--- src/rtl/exe_div_unit_pkg.sv ---
// Shared types and constants for the EXE-stage divider.
// Contents: datapath width, iteration count, FSM state enum, result payload,
// and a helper that returns the magnitude of an operand.
package exe_div_unit_pkg;

   localparam int unsigned DATA_W   = 32;
   localparam int unsigned DIV_ITER = 32;
   localparam int unsigned CNT_W    = $clog2(DIV_ITER);
   localparam int unsigned CLZ_W    = $clog2(DATA_W) + 1;

   typedef enum logic [1:0] {
      DIV_IDLE,
      DIV_BUSY,
      DIV_DONE
   } DivStateType;

   typedef struct packed {
      logic [DATA_W-1:0] quot;
      logic [DATA_W-1:0] rem;
   } DivResultType;

   // Magnitude of a two's-complement value when is_signed, raw value otherwise.
   function automatic logic [DATA_W-1:0] div_abs(input logic [DATA_W-1:0] val,
                                                  input logic              is_signed);
      return (is_signed && val[DATA_W-1]) ? DATA_W'(-val) : val;
   endfunction

endpackage

--- src/rtl/exe_div_unit_if.sv ---
// Divider request/response bundle between the EXE stage and the divider.
// master: pipeline side (drives start/operands/flush, sees busy/done/results).
// slave : divider side.
interface exe_div_unit_if;
   import exe_div_unit_pkg::*;

   logic              div_start;
   logic              div_signed;
   logic [DATA_W-1:0] div_a;
   logic [DATA_W-1:0] div_b;
   logic              div_flush;
   logic              div_busy;
   logic              div_done;
   logic [DATA_W-1:0] div_quot;
   logic [DATA_W-1:0] div_rem;

   modport master (
      output div_start, div_signed, div_a, div_b, div_flush,
      input  div_busy, div_done, div_quot, div_rem
   );

   modport slave (
      input  div_start, div_signed, div_a, div_b, div_flush,
      output div_busy, div_done, div_quot, div_rem
   );

endinterface

--- src/rtl/exe_div_unit_clz32.sv ---
// div_clz32: combinational leading-zero count of a 32-bit value (0..32).
// Ports: val (in, 32), clz (out, 6).
// Only compiled when DIV_EARLY_OUT_EN is defined, since only the early-out
// build of exe_div_unit uses it.
`ifdef DIV_EARLY_OUT_EN
module div_clz32 (
   input  logic [31:0] val,
   output logic [5:0]  clz
);

   // Scan upward so the highest set bit wins.
   always_comb begin
      clz = 6'd32;
      for (int i = 0; i < 32; i++) begin
         if (val[i]) clz = 6'(31 - i);
      end
   end

endmodule
`endif

--- src/rtl/exe_div_unit.sv ---
// exe_div_unit: multi-cycle radix-2 restoring divider for DIV/DIVU in EXE.
// Ports:
//   clk, rst  - pipeline clock, asynchronous active-high reset
//   div_if    - slave side of exe_div_unit_if:
//               div_start/div_signed/div_a/div_b/div_flush in,
//               div_busy (combinational stall), div_done (pulse),
//               div_quot (to LO), div_rem (to HI) out.
// Configuration: define DIV_EARLY_OUT_EN to skip the leading-zero iterations
// of the dividend; results are identical, only latency changes.
module exe_div_unit
   import exe_div_unit_pkg::*;
(
   input  logic           clk,
   input  logic           rst,
   exe_div_unit_if.slave  div_if
);

   DivStateType       state;
   DivResultType      res_q;
   logic [DATA_W-1:0] rem_q;
   logic [DATA_W-1:0] quot_q;
   logic [DATA_W-1:0] dvsr_q;
   logic              sign_q_q;
   logic              sign_r_q;
   logic [CNT_W-1:0]  cnt_q;

   logic              start_ok_c;
   logic [DATA_W-1:0] abs_a_c;
   logic [DATA_W-1:0] abs_b_c;
   logic [CNT_W-1:0]  pre_shift_c;
   logic [DATA_W-1:0] init_quot_c;
   logic [DATA_W:0]   trial_c;
   logic              ge_c;
   logic [DATA_W-1:0] rem_nxt_c;
   logic [DATA_W-1:0] quot_nxt_c;
   logic [DATA_W-1:0] quot_fix_c;
   logic [DATA_W-1:0] rem_fix_c;
   logic              last_c;

   assign start_ok_c = (state == DIV_IDLE) && div_if.div_start && !div_if.div_flush;
   assign abs_a_c    = div_abs(div_if.div_a, div_if.div_signed);
   assign abs_b_c    = div_abs(div_if.div_b, div_if.div_signed);

   // Iterations to skip: the dividend's leading zeros (at least one iteration runs).
`ifdef DIV_EARLY_OUT_EN
   logic [CLZ_W-1:0] clz_c;

   div_clz32 u_clz (
      .val (abs_a_c),
      .clz (clz_c)
   );

   assign pre_shift_c = (clz_c == CLZ_W'(DATA_W)) ? CNT_W'(DATA_W - 1) : CNT_W'(clz_c);
`else
   assign pre_shift_c = '0;
`endif

   // Skipped iterations are accounted for by pre-loading the counter.
   assign init_quot_c = abs_a_c << pre_shift_c;

   // One restoring step: shift {rem,quot} left, subtract divisor when it fits.
   // The trial value needs one extra bit because a divisor above 2^31 can be
   // exceeded by the shifted remainder.
   assign trial_c    = {rem_q, quot_q[DATA_W-1]};
   assign ge_c       = trial_c >= {1'b0, dvsr_q};
   assign rem_nxt_c  = ge_c ? (trial_c[DATA_W-1:0] - dvsr_q) : trial_c[DATA_W-1:0];
   assign quot_nxt_c = {quot_q[DATA_W-2:0], ge_c};
   assign quot_fix_c = sign_q_q ? DATA_W'(-quot_nxt_c) : quot_nxt_c;
   assign rem_fix_c  = sign_r_q ? DATA_W'(-rem_nxt_c)  : rem_nxt_c;
   assign last_c     = (cnt_q == CNT_W'(DIV_ITER - 1));

   // Control FSM and datapath registers.
   always_ff @(posedge clk or posedge rst) begin
      if (rst) begin
         state    <= DIV_IDLE;
         res_q    <= '0;
         rem_q    <= '0;
         quot_q   <= '0;
         dvsr_q   <= '0;
         sign_q_q <= 1'b0;
         sign_r_q <= 1'b0;
         cnt_q    <= '0;
      end else begin
         case (state)
            DIV_IDLE: begin
               if (start_ok_c) begin
                  if (div_if.div_b == '0) begin
                     // Divide by zero finishes immediately with raw dividend as remainder.
                     state <= DIV_DONE;
                     res_q <= '{quot: '1, rem: div_if.div_a};
                  end else begin
                     state    <= DIV_BUSY;
                     rem_q    <= '0;
                     quot_q   <= init_quot_c;
                     dvsr_q   <= abs_b_c;
                     sign_q_q <= div_if.div_signed &
                                 (div_if.div_a[DATA_W-1] ^ div_if.div_b[DATA_W-1]);
                     sign_r_q <= div_if.div_signed & div_if.div_a[DATA_W-1];
                     cnt_q    <= pre_shift_c;
                  end
               end
            end
            DIV_BUSY: begin
               if (div_if.div_flush) begin
                  state <= DIV_IDLE;
               end else begin
                  rem_q  <= rem_nxt_c;
                  quot_q <= quot_nxt_c;
                  cnt_q  <= cnt_q + CNT_W'(1);
                  if (last_c) begin
                     state <= DIV_DONE;
                     res_q <= '{quot: quot_fix_c, rem: rem_fix_c};
                  end
               end
            end
            DIV_DONE: begin
               state <= DIV_IDLE;
            end
            default: begin
               state <= DIV_IDLE;
            end
         endcase
      end
   end

   // Stall also covers the start cycle so the pipeline freezes at once.
   assign div_if.div_busy = start_ok_c || (state == DIV_BUSY);
   assign div_if.div_done = (state == DIV_DONE);
   assign div_if.div_quot = res_q.quot;
   assign div_if.div_rem  = res_q.rem;

endmodule

--- src/flat_wrapper.sv ---
// flat-port wrapper written by rule: the top's interface ports become plain ports
module exe_div_unit_flat import exe_div_unit_pkg::*;
  (clk, rst, div_if_div_start, div_if_div_signed, div_if_div_a, div_if_div_b, div_if_div_flush, div_if_div_busy, div_if_div_done, div_if_div_quot, div_if_div_rem);
  exe_div_unit_if div_if_i ();
  input  logic clk;
  input  logic rst;
  input wire logic [$bits(div_if_i.div_start)-1:0] div_if_div_start;
  input wire logic [$bits(div_if_i.div_signed)-1:0] div_if_div_signed;
  input wire logic [$bits(div_if_i.div_a)-1:0] div_if_div_a;
  input wire logic [$bits(div_if_i.div_b)-1:0] div_if_div_b;
  input wire logic [$bits(div_if_i.div_flush)-1:0] div_if_div_flush;
  output wire logic [$bits(div_if_i.div_busy)-1:0] div_if_div_busy;
  output wire logic [$bits(div_if_i.div_done)-1:0] div_if_div_done;
  output wire logic [$bits(div_if_i.div_quot)-1:0] div_if_div_quot;
  output wire logic [$bits(div_if_i.div_rem)-1:0] div_if_div_rem;
  assign div_if_i.div_start = div_if_div_start;
  assign div_if_i.div_signed = div_if_div_signed;
  assign div_if_i.div_a = div_if_div_a;
  assign div_if_i.div_b = div_if_div_b;
  assign div_if_i.div_flush = div_if_div_flush;
  assign div_if_div_busy = div_if_i.div_busy;
  assign div_if_div_done = div_if_i.div_done;
  assign div_if_div_quot = div_if_i.div_quot;
  assign div_if_div_rem = div_if_i.div_rem;
  exe_div_unit u_core (.clk(clk), .rst(rst), .div_if(div_if_i));
endmodule
--- config.mk ---
export PLATFORM = sky130hd
export DESIGN_NAME = exe_div_unit_flat
export DESIGN_NICKNAME = d
export VERILOG_FILES = /design/src/rtl/exe_div_unit_pkg.sv /design/src/rtl/exe_div_unit_if.sv /design/src/rtl/exe_div_unit_clz32.sv /design/src/rtl/exe_div_unit.sv /design/src/flat_wrapper.sv
export SDC_FILE = /design/constraint.sdc
export NUM_CORES = 1
export LEC_CHECK = 0
export ABC_AREA = 1
export ABC_CLOCK_PERIOD_IN_PS = 7100
export CORE_UTILIZATION = 59
export DETAILED_ROUTE_END_ITERATION = 8
export PLACE_DENSITY = 0.85
export SYNTH_ARGS = -nofsm -noshare
export SYNTH_HDL_FRONTEND = slang
export SYNTH_SLANG_ARGS = --single-unit
--- constraint.sdc ---
create_clock -name clk -period 7.1 [get_ports clk]
set_input_delay 1.065 -clock clk [delete_from_list [all_inputs] [get_ports clk]]
set_output_delay 1.065 -clock clk [all_outputs]
set_load 0.01 [all_outputs]
==> reports/metrics.csv <==
metric;value;unit
Die Wd;153;µm
All-Layer GR Usage;36.5;%
Max Slew Vio Count;0;
RD Place Congestion;0.980;
max-cap violation count;0;
CTS max path bufs;2;
WL per Instance;16.9;µm
FF-to-FF Start;u_core.rem_q[21];
reg2reg path depth;27;
routed wire length;41500;µm
post-route ant nets;0;
H-tree levels;4;
Tcrit/Tclk final;65.6;%
vias in the first global route;13600;
LEAKAGE;7.66;nW
Synth top area share;31.6;%
CORE AREA;22000;µm²
EDFF count, synth;0;
flops & latches, synth;169;
post-CTS setup buffer count;0;
Synth Area in XOR/XNOR;2.75;%
Max-slew headroom;26.6;%
final hold vios;0;
fraction of registers with async set or reset after synthesis;100;%
residual DRC count;7;
initial antenna violation count;1;
Worst setup SP type;flop;
synthesized instance count;2076;
Hold WC Path Type;flop to flop;
critical path type;flop to flop;
largest family of logic cells by synthesized area;simple AND/OR/NAND/NOR gates;
sequential fraction of the synthesis area;31.6;%
clock tree root buffer cell;clkbuf_16;
ranking of synthesized cells by area;dfrtp_1, nand2_1, inv_1, o21ai_0, nor2_1;
Ant. Diodes;0;
power density cells;507;nW/µm²
CTS Sinks;169;
Tot Pwr;7.85;mW
Setup Viol. Count Final;0;
Min-Delay Path Depth;2;
initial DRC count;1504;
Hold EP;u_core.div_if.div_quot[27];
failing checks;DRC;
Post-Syn Area;13400;µm²
RSZ-0062 raised after global routing;false;
fmax;215;MHz
R2R Setup Slk;2440;ps
global-route wire length before repair;68000;µm
# resized after CTS;0;
dpl hpwl;31300;µm
CTS tree;built;
crit path time final;4660;ps
clock latency on the worst-skew pair;440;ps
IO Count;135;
r2r endpoint;u_core.div_if.div_quot[30];
Hold Crit Start;u_core.div_if.div_quot[27];
CP Data Arrival Time;5030;ps
die area;23300;µm²
crit path max fanout;19;
initial core utilization;60.8;%
share of layout cells above drive strength 1;7.06;%
# nets final;2277;
largest net degree at the start of global routing;74;
post-synthesis mux area share;0.0748;%
TritonRoute pass-1 iters;8;
actual slew at the worst max-slew pin;1100;ps
simple-gate area share of the yosys netlist;36.2;%
vias per inst;5.80;
# port buffers;134;
Std-Cell Rows;54;
Die Y;153;µm
fraction of the mapped netlist area in adder cells;3.70;%
Clock transition at path regs;80;ps
Hold WS;484;ps
vias;14300;
CP required;7480;ps
setup_tns;0;ps
Synth area leader;dfrtp_1;
Layout area overhead;15.6;%
remaining global-route overflow;0;
Top FF cell, synth;dfrtp_1;
Num CTS Buffers;17;
status;finished with violations;
maximum vdd ir drop;0.000293;V
syn_area_per_cell;6.45;µm²
Synth Area in Compound Gates;14.5;%
CTS Hold Bufs;0;
warning count from the yosys run;0;
syn nets;2184;
critical path endpoint category;flop;
synth unique cells;55;
Fin Clk Skew;14.6;ps
## metrics by stage
stage	instances	area, µm²	setup WS, ps	util (%)
floorplan	2076	13400	1460	-
global placement	2430	14900	2560	67.6
detailed placement	2430	14900	2500	67.6
CTS	2462	15500	2560	70.3
global route	2462	15500	1970	70.3
finish	2462	15500	2440	70.3
## cells in the final DEF (no fill, tap or decap), drive strengths merged, types with 2 or more instances in the layout
| cell type | Yosys | final |
|---|---|---|
| nand2 | 657 | 657 |
| inv | 307 | 313 |
| nor2 | 223 | 223 |
| dfrtp | 169 | 169 |
| o21ai | 169 | 169 |
| nand3 | 153 | 153 |
| clkdlybuf4s50 | 0 | 134 |
| a21oi | 80 | 80 |
| ha | 38 | 38 |
| xor2 | 37 | 37 |
| a31oi | 32 | 32 |
| nand4 | 26 | 26 |
| o211ai | 25 | 25 |
| clkbuf | 54 | 18 |
| nor3 | 18 | 18 |
| o22ai | 12 | 12 |
| buf | 18 | 12 |
| nor4 | 8 | 8 |
| nand3b | 8 | 8 |
| clkinv | 1 | 8 |
| o31ai | 6 | 6 |
| and2 | 6 | 6 |
| xnor2 | 5 | 5 |
| or2 | 4 | 4 |
| a41oi | 4 | 4 |
| a22o | 3 | 3 |
| o221ai | 2 | 2 |
| o311ai | 2 | 2 |
## cell families after synthesis
logic type,after synthesis
fa+ha+maj,39
mux,1
compound gates,340
buf+inv,380
xor+xnor,42
simple gates,1105
flops,169
## layout make-up
cell class | instances | area [µm²]
well taps | 280 | 350
fillers | 1901 | 6550
inverters | 308 | 1160
flip-flops and latches | 169 | 4230
repair buffers | 146 | 1430
multi-input cells | 1527 | 7710
clock inverters | 14 | 154
clock buffers | 18 | 439
## state kept, by name, summed over array words and instances (netlist names)
name                    cells
u_core.cnt_q                5
u_core.dvsr_q              32
u_core.div_if.div_quot     32
u_core.rem_q               32
u_core.sign_r_q             1
u_core.quot_q              32
u_core.sign_q_q             1
u_core.state                2
u_core.div_if.div_rem      32
## per-layer routing
layer | up-vias | GRT usage (%) | part of all wire (%) | wire length (µm)
li1 | 6854 | - | - | -
met1 | 6575 | 49.5 | 43 | 17700
met3 | 108 | 7.82 | 10 | 4210
met4 | 0 | 14.2 | 3.5 | 1450
met2 | 754 | 56.9 | 44 | 18200
met5 | - | 0 | 0 | 0
## where the power goes
| part | leakage [nW] | internal, mW | total [mW] | switching (mW) |
|---|---|---|---|---|
| clock | 0.287 | 0.480 | 0.949 | 0.469 |
| combinational | 5.30 | 1.76 | 5.24 | 3.49 |
| sequential | 2.08 | 1.36 | 1.66 | 0.302 |
| total | 7.66 | 3.59 | 7.85 | 4.26 |
## worst max-delay path: stages, from the launching register on
cell and delay [ps]:
dfrtp_1 440, ha_1 400, nand2_1 100, nand2_1 70
nand2_1 60, nand2_1 90, inv_1 60, nand2_1 60
nand2_2 70, nand3_4 90, a21oi_4 520, ha_1 290
inv_1 60, nor3_1 230, nand3_1 190, nor3_2 190
nand3_1 200, nor2_1 180, nand3_1 150, nor2_2 200
nand3_1 160, nor2_1 190, nand3_1 110, nand2_1 120
o21ai_1 100, nand2_1 80, nand2_1 50, o21ai_1 150
## worst max-delay path by stage
stage / startpoint / end / slack [ps] / cells past startpoint
CTS: u_core.rem_q[7] / u_core.div_if.div_quot[30] / 2560 / 27
global placement: div_if_div_b[1] / u_core.div_if.div_rem[9] / 2560 / 12
detailed placement: div_if_div_b[0] / u_core.div_if.div_rem[9] / 2500 / 12
global route: u_core.rem_q[11] / u_core.div_if.div_quot[30] / 1970 / 27
finish: u_core.rem_q[21] / u_core.div_if.div_quot[30] / 2440 / 27
floorplan: rst / u_core.cnt_q[0] / 1460 / 1
## cells in the mapped netlist, types with 5 or more instances
| cell type | instances |
|---|---|
| nand3b_1 | 8 |
| nand2_1 | 608 |
| xnor2_1 | 5 |
| inv_2 | 7 |
| a21oi_2 | 7 |
| o21ai_1 | 14 |
| o31ai_1 | 6 |
| nor2_1 | 200 |
| nor4_1 | 8 |
| nand2_2 | 42 |
| o211ai_1 | 25 |
| ha_1 | 38 |
| nand4_1 | 26 |
| inv_1 | 299 |
| and2_1 | 6 |
| dfrtp_1 | 169 |
| nand2_4 | 5 |
| nand3_1 | 148 |
| clkbuf_1 | 54 |
| nor2_2 | 16 |
| xor2_1 | 37 |
| nor3_1 | 14 |
| a21oi_1 | 72 |
| nor2_4 | 6 |
| o22ai_1 | 12 |
| a31oi_1 | 32 |
| o21ai_0 | 152 |
| buf_2 | 9 |
Note: power is estimated with default switching activity, not from simulation.
